`src/rtl/fetch_stage.sv`:
```
// Instruction fetch stage: owns the PC, handshakes with a variable-latency
// instruction memory and hands pc/instruction to the IF/ID register as a
// single-cycle load strobe. Stalls park the returned word in a hold buffer;
// redirects discard in-flight data so decode never sees a stale instruction.
module fetch_stage #(
  parameter logic [31:0] RESET_PC  = 32'h0000_0000,
  parameter int unsigned PC_STEP   = 4,
  parameter logic [31:0] NOP_INSTR = 32'h0000_0013
) (
  input  logic        clock,
  input  logic        reset,
  input  logic        stall,
  input  logic        redirect,
  input  logic [31:0] redirect_pc,
  output logic        imem_req,
  output logic [31:0] imem_addr,
  input  logic        imem_ready,
  input  logic [31:0] imem_rdata,
  output logic        fetch_valid,
  output logic [31:0] fetch_pc,
  output logic [31:0] fetch_instruction
);

  localparam logic [31:0] Step = 32'(PC_STEP);

  typedef enum logic [1:0] {StIdle, StReq, StHold} state_e;

  state_e      state;
  logic [31:0] pc_reg;
  logic        redirect_pending;
  logic [31:0] pending_pc;
  logic [31:0] hold_instr;

  logic [31:0] redirect_target;
  logic [31:0] pc_next;
  logic [31:0] restart_pc;

  // Word-aligned redirect target and sequential successor of the current PC
  always_comb begin
    redirect_target = {redirect_pc[31:2], 2'b00};
    pc_next         = pc_reg + Step;
    // A redirect arriving this cycle overrides one latched during the wait
    restart_pc      = redirect ? redirect_target : pending_pc;
  end

  // Fetch FSM with all outputs registered
  always_ff @(posedge clock or negedge reset) begin
    if (!reset) begin
      state             <= StIdle;
      pc_reg            <= RESET_PC;
      redirect_pending  <= 1'b0;
      pending_pc        <= 32'h0;
      hold_instr        <= NOP_INSTR;
      imem_req          <= 1'b0;
      imem_addr         <= RESET_PC;
      fetch_valid       <= 1'b0;
      fetch_pc          <= 32'h0;
      fetch_instruction <= NOP_INSTR;
    end else begin
      fetch_valid <= 1'b0;
      unique case (state)
        StIdle: begin
          state    <= StReq;
          imem_req <= 1'b1;
          if (redirect) begin
            pc_reg            <= redirect_target;
            imem_addr         <= redirect_target;
            fetch_instruction <= NOP_INSTR;
          end else begin
            imem_addr <= pc_reg;
          end
        end
        StReq: begin
          if (!imem_ready) begin
            // Address must stay put while the memory is busy; remember the target
            if (redirect) begin
              redirect_pending  <= 1'b1;
              pending_pc        <= redirect_target;
              fetch_instruction <= NOP_INSTR;
            end
          end else if (redirect || redirect_pending) begin
            // Returned word belongs to the abandoned path: drop it
            pc_reg            <= restart_pc;
            imem_addr         <= restart_pc;
            redirect_pending  <= 1'b0;
            fetch_instruction <= NOP_INSTR;
          end else if (!stall) begin
            fetch_valid       <= 1'b1;
            fetch_pc          <= pc_reg;
            fetch_instruction <= imem_rdata;
            pc_reg            <= pc_next;
            imem_addr         <= pc_next;
          end else begin
            hold_instr <= imem_rdata;
            imem_req   <= 1'b0;
            state      <= StHold;
          end
        end
        StHold: begin
          if (redirect) begin
            pc_reg            <= redirect_target;
            imem_addr         <= redirect_target;
            imem_req          <= 1'b1;
            fetch_instruction <= NOP_INSTR;
            state             <= StReq;
          end else if (!stall) begin
            // pc_reg still names the held word
            fetch_valid       <= 1'b1;
            fetch_pc          <= pc_reg;
            fetch_instruction <= hold_instr;
            pc_reg            <= pc_next;
            imem_addr         <= pc_next;
            imem_req          <= 1'b1;
            state             <= StReq;
          end
        end
        default: state <= StIdle;
      endcase
    end
  end

endmodule

```
`config.mk`:
```
export PLATFORM = sky130hd
export DESIGN_NAME = fetch_stage
export DESIGN_NICKNAME = d
export VERILOG_FILES = /design/src/rtl/fetch_stage.sv
export SDC_FILE = /design/constraint.sdc
export NUM_CORES = 1
export LEC_CHECK = 0
export ABC_AREA = 1
export CORE_ASPECT_RATIO = 0.6
export CORE_MARGIN = 8
export CORE_UTILIZATION = 47
export CTS_CLUSTER_DIAMETER = 150
export CTS_CLUSTER_SIZE = 30
export DETAILED_ROUTE_END_ITERATION = 12
export PLACE_DENSITY = 0.75
export SETUP_SLACK_MARGIN = 0.1
export SYNTH_ARGS = -nofsm -noshare
export SYNTH_HDL_FRONTEND = slang
export SYNTH_SLANG_ARGS = --single-unit
```
`constraint.sdc`:
```
create_clock -name clock -period 4.05 [get_ports clock]
set_input_delay 0.81 -clock clock [delete_from_list [all_inputs] [get_ports clock]]
set_output_delay 0.81 -clock clock [all_outputs]
set_load 0.01 [all_outputs]
```
### After elaboration in Yosys (flattened, before gate mapping)

Cells that the tools add are included.

* word-level logic and storage cells: 79
* register bits: 197
* input port bits: 69
* output and inout bits: 98

* equality and inequality tests: 9
* multiplexer cells: 44
* bitwise gates (word level): 2
* reductions and logical operators: 13
* add/subtract/negate cells: 1

Operators with widths (count)
* 32-bit 2-to-1 mux: 20
* 32-bit one-hot mux with 3 select lines: 3
* 32-bit one-hot mux with 2 select lines: 1
* 32-bit by 3-bit adder with 32-bit output (second input constant): 1
* 1-bit 2-to-1 mux: 12
* 4-bit AND reduction: 3
* 2-bit 2-to-1 mux: 5
* 2-bit != test (second input constant): 4
* 2-bit one-hot mux with 3 select lines: 1
* 3-bit AND reduction: 2
* 5-bit AND reduction: 1
* 4-bit != test (second input constant): 1
* 2-bit AND reduction: 2
* 2-bit nonzero test: 2
* 3-bit != test (second input constant): 1
* 1-bit one-hot mux with 3 select lines: 1
* 3-bit nonzero test: 1
* 2-bit by 1-bit == test with 1-bit output (second input constant): 1
* 2-bit == test (second input constant): 1
* 2-bit logical NOT: 1
* 2-bit by 1-bit != test with 1-bit output (second input constant): 1
* 1-bit NOT: 2
* 1-bit one-hot mux with 2 select lines: 1
* 1-bit logical OR: 1

### Logic depth before layout (Yosys ltp)

* depth in word-level cells: 5
* depth in mapped cells: 14
* depth with buffers taken out: 14

### Worst setup path before layout

No wires, ideal clock.

* kind: input-to-reg
* start point: input port redirect
* end point: register fetch_instruction[21]
* setup time: 119 ps
* arrival: 1995 ps
* path buffers: 3
* slack: 1936 ps
* cell stages on the path: 12
* cell sequence: buf_4 -> nor2_4 -> inv_4 -> nor2_4 -> inv_2 -> nor2_4 -> nor3_4 -> o21ai_2 -> a21oi_2 -> buf_4 -> buf_6 -> o21ai_2

* longest elaborated chain between the ends: 4
* elaborated cells between the ends (all ways): 9
* those cells by class: eq/ne: 2; mux: 5; reduce/logical: 2

Ends and longest elaborated chain
* from (decl): line 13 `input logic redirect,`
* 1-bit logical OR: line 81 `end else if (redirect || redirect_pending) begin`
* 32-bit 2-to-1 mux: line 81
* 32-bit 2-to-1 mux: line 74 `if (!imem_ready) begin`
* 32-bit one-hot mux with 3 select lines: line 61 `unique case (state)`
* to (signal assigned): line 90 `fetch_instruction <= imem_rdata;`
* to (signal assigned): line 110 `fetch_instruction <= hold_instr;`
* to (decl): line 21 `output logic [31:0] fetch_instruction`

Several ways; a longest one is shown, not always the timed one.
A chain may end at the register's enable or synchronous reset.

### Worst setup path after layout

* start point: register state[0]
* end point: register fetch_instruction[20]

* longest elaborated chain between the ends: 3
* elaborated cells between the ends (all ways): 8
* those cells by class: eq/ne: 4; mux: 1; reduce/logical: 3

Ends and longest elaborated chain
* from (decl): line 28 `state_e state;`
* from (signal assigned): line 49 `state <= StIdle;`
* from (signal assigned): line 63 `state <= StReq;`
* from (signal assigned): line 96 `state <= StHold;`
* 2-bit by 1-bit == test with 1-bit output, or another cell as far along: line 61
* 4-bit != test (no line), or another cell as far along
* 3-bit AND reduction (no line)

Several ways; a longest one is shown, not always the timed one.

==> results.txt <==
Status: finished clean
Top cell type's share of synthesized area: 0.411
Power share of the clock group: 0.156
HP Class: input port to async pin
R2R Setup Slk: 1.08 ns
Grt total ovfl: 0
Layout cell share with drive strength beyond 1: 0.0601
Synth Warn #: 0
Hold_buf cts: 0
Synthesized area: 11600 um2
Switching share of power: 0.450
Placed cell areas: 13500 um2
Final setup viols: 0
Nets@finish: 1876
Clock skew: 0.0125 ns
Psw: 4.67 mW
Area delta synth->final: 20.9%
Crit. End Element: flip-flop
Synth unique cells: 37
Clk buf depth: 2
Clock latency on the worst-skew pair: 0.45 ns
Port Buffer Count: 164
Final Hold Viols: 0
Worst slew pin tran: 0.904 ns
Final total power: 10.4 mW
Dpl hpwl: 25600 um
Via density: 5.55
Final min period: 2.97 ns
#FFs+latches synth: 197
H-tree levels: 4
DRC violations left: 0
Cts repair resizes: 0
CP required: 4.36 ns
First-pass GRT wire length: 59900 um
Critical Path Fanout Max: 29
Clock sink count: 197
Setup TNS: 0 ns
Placement row count: 44
Dominant cell type by area after synthesis: dfrtp_1
Total die area: 30200 um2
Crit path launch type: flip-flop
Post-route ant nets: 0
N_diodes: 0
Worst setup path class: flip-flop to flip-flop
RR Startpoint: state[0]$_DFFE_PN0P_
Core box area: 24200 um2
Synth top area cells: dfrtp_1 41%, nand2_1 18%, o21ai_0 6.2%, nor2_1 5.7%, inv_1 5.2%
Drt total wl: 37500 um
Maxcap violations: 0
RSZ-0062 raised after global routing: false
Worst setup margin: 1.08 ns
Post-CTS Setup Repair Bufs: 0
# IOs: 167
CTS buffer count: 17
Synth Instances: 1689
Relative slew slack: 0.396
Leak pwr: 6.43 nW
Cells after DPL: 2105
Syn_area_per_cell: 6.88 um2
Logic pwr share: 0.510
Worst VDD drop: 427 uV
Final Util: 0.580
GR Util All Layers: 0.250
Vias in the first global route: 11000
CTS tree: built
Clock Tree Root: clkbuf_16
Initial Util: 0.480
WL/cell: 17.6 um
Vias post-DR: 11900
Hold WS: 0.395 ns
Mapped Nets: 1763
Post-Place Worst Slack: 0.788 ns
Design Area, Final: 14000 um2
Fill cell count: 2246
Initial antenna violation count: 0
Placer Congestion: 0.915
Clock transition at path regs: 0.07 ns
Largest net degree at the start of global routing: 88
Seq pwr share: 0.333
RR Endpoint: fetch_instruction[20]$_DFFE_PN0P_
Power per Cell Area: 739 nW/um2
Seq/Total Area, Yosys: 0.425
Drt pass-1 iters: 5
Tcrit/Tclk final: 0.733
DRT iter0 DRCs: 1366
P_int: 5.71 mW
Fin cells: 2137
Highest Clock Rate: 337 MHz
Fin. max-slew vios: 0
Arr. time, crit path: 3.28 ns
Die height: 138 um
Die X: 219 um
R2R depth: 12
## layout make-up
| cell class | instances | area, um2 | area share |
|---|---|---|---|
| Multi-Input combinational cell | 1230 | 5660 | 0.403 |
| Sequential cell | 197 | 4940 | 0.351 |
| Timing Repair Buffer | 190 | 1880 | 0.134 |
| Inverter | 166 | 627 | 0.0446 |
| Clock buffer | 29 | 520 | 0.0370 |
| Tap cell | 322 | 403 | 0.0287 |
| Clock inverter | 3 | 20.0 | 0.00142 |
## Yosys cell counts
master	instances
o21a_1	1
o21bai_1	2
buf_6	1
clkinv_1	1
a32oi_1	3
mux2_2	1
buf_4	3
inv_2	4
buf_2	26
nor2_1	176
o22ai_1	33
inv_1	160
buf_1	16
nor3_4	1
or2_2	15
a32o_1	6
o21ai_0	143
o21ai_2	11
nand3_1	84
a22oi_1	26
dfstp_2	6
nor2_2	8
a21oi_2	1
o311ai_0	1
a211oi_1	35
dfrtp_1	191
o21ai_1	10
ha_1	5
nand2_2	1
a21oi_1	86
clkbuf_1	50
nor2_4	5
o211ai_1	3
nand2_1	569
a31oi_1	1
and2_1	3
inv_4	1
## how the worst max path moves through the flow
stage                     cells past startpoint            startpoint  slack [ns]                                end
after detailed placement                     10              redirect        0.79          imem_addr[16]$_DFFE_PN0P_
after CTS                                    12  state[0]$_DFFE_PN0P_        1.09  fetch_instruction[20]$_DFFE_PN0P_
final                                        12  state[0]$_DFFE_PN0P_        1.08  fetch_instruction[20]$_DFFE_PN0P_
after global routing                         12  state[0]$_DFFE_PN0P_        0.84  fetch_instruction[20]$_DFFE_PN0P_
after floorplan                              12              redirect        1.94  fetch_instruction[21]$_DFFE_PN0P_
after global placement                       10              redirect        0.84             pc_reg[16]$_DFFE_PN0P_
## layout by cell type, fill, tap and decap left out, types with 3 or more instances in the layout
cell type	synthesis	layout
a211oi_1	35	35
a21oi_1	86	86
a22oi_1	26	26
a32o_1	6	6
a32oi_1	3	3
and2_1	3	3
buf_12	0	3
buf_4	3	23
clkbuf_1	50	7
clkbuf_16	0	17
clkbuf_8	0	6
clkdlybuf4s50_1	0	163
dfrtp_1	191	191
dfstp_2	6	6
ha_1	5	4
inv_1	160	160
inv_2	4	4
nand2_1	569	568
nand3_1	84	84
nor2_1	176	176
nor2_2	8	7
nor2_4	5	6
o211ai_1	3	3
o21ai_0	143	143
o21ai_1	10	10
o21ai_2	11	11
o22ai_1	33	33
or2_2	15	15
## layer usage
layer  part of all wire  up-vias  global-route usage
li1                   -     5680                   -
met1               0.46     5541               0.372
met2               0.42      602               0.357
met3               0.10       47              0.0531
met4              0.017        0              0.0805
met5                  0        -                   0
## logic make-up after synthesis
| group | share of synthesized area |
|---|---|
| simple gates | 0.298 |
| compound gates | 0.182 |
| buf+inv | 0.0893 |
| flops | 0.425 |
| fa+ha+maj | 0.00538 |
| mux | 0.000969 |
## power by group through the flow
stage / Sequential, mW / Clock (mW) / Combinational [mW]
6_report: 3.46 / 1.62 / 5.30
5_1_grt: 3.56 / 1.72 / 5.87
4_1_cts: 3.45 / 1.64 / 5.25
3_5_place_dp: 3.48 / 0 / 5.19
3_3_place_gp: 3.45 / 0 / 5.09
2_1_floorplan: 3.48 / 0 / 3.18
## worst max-delay path, cell delays in order, from the launching register on
cell	delay, ns
dfrtp_1	0.38
inv_1	0.11
ha_1	0.20
buf_4	0.23
inv_2	0.48
nor2_2	0.17
inv_1	0.11
nor2_1	0.08
nor3_4	0.25
o21ai_2	0.13
a21oi_2	0.14
buf_4	0.37
o21ai_0	0.16
Power figures use the tool's default switching activity.
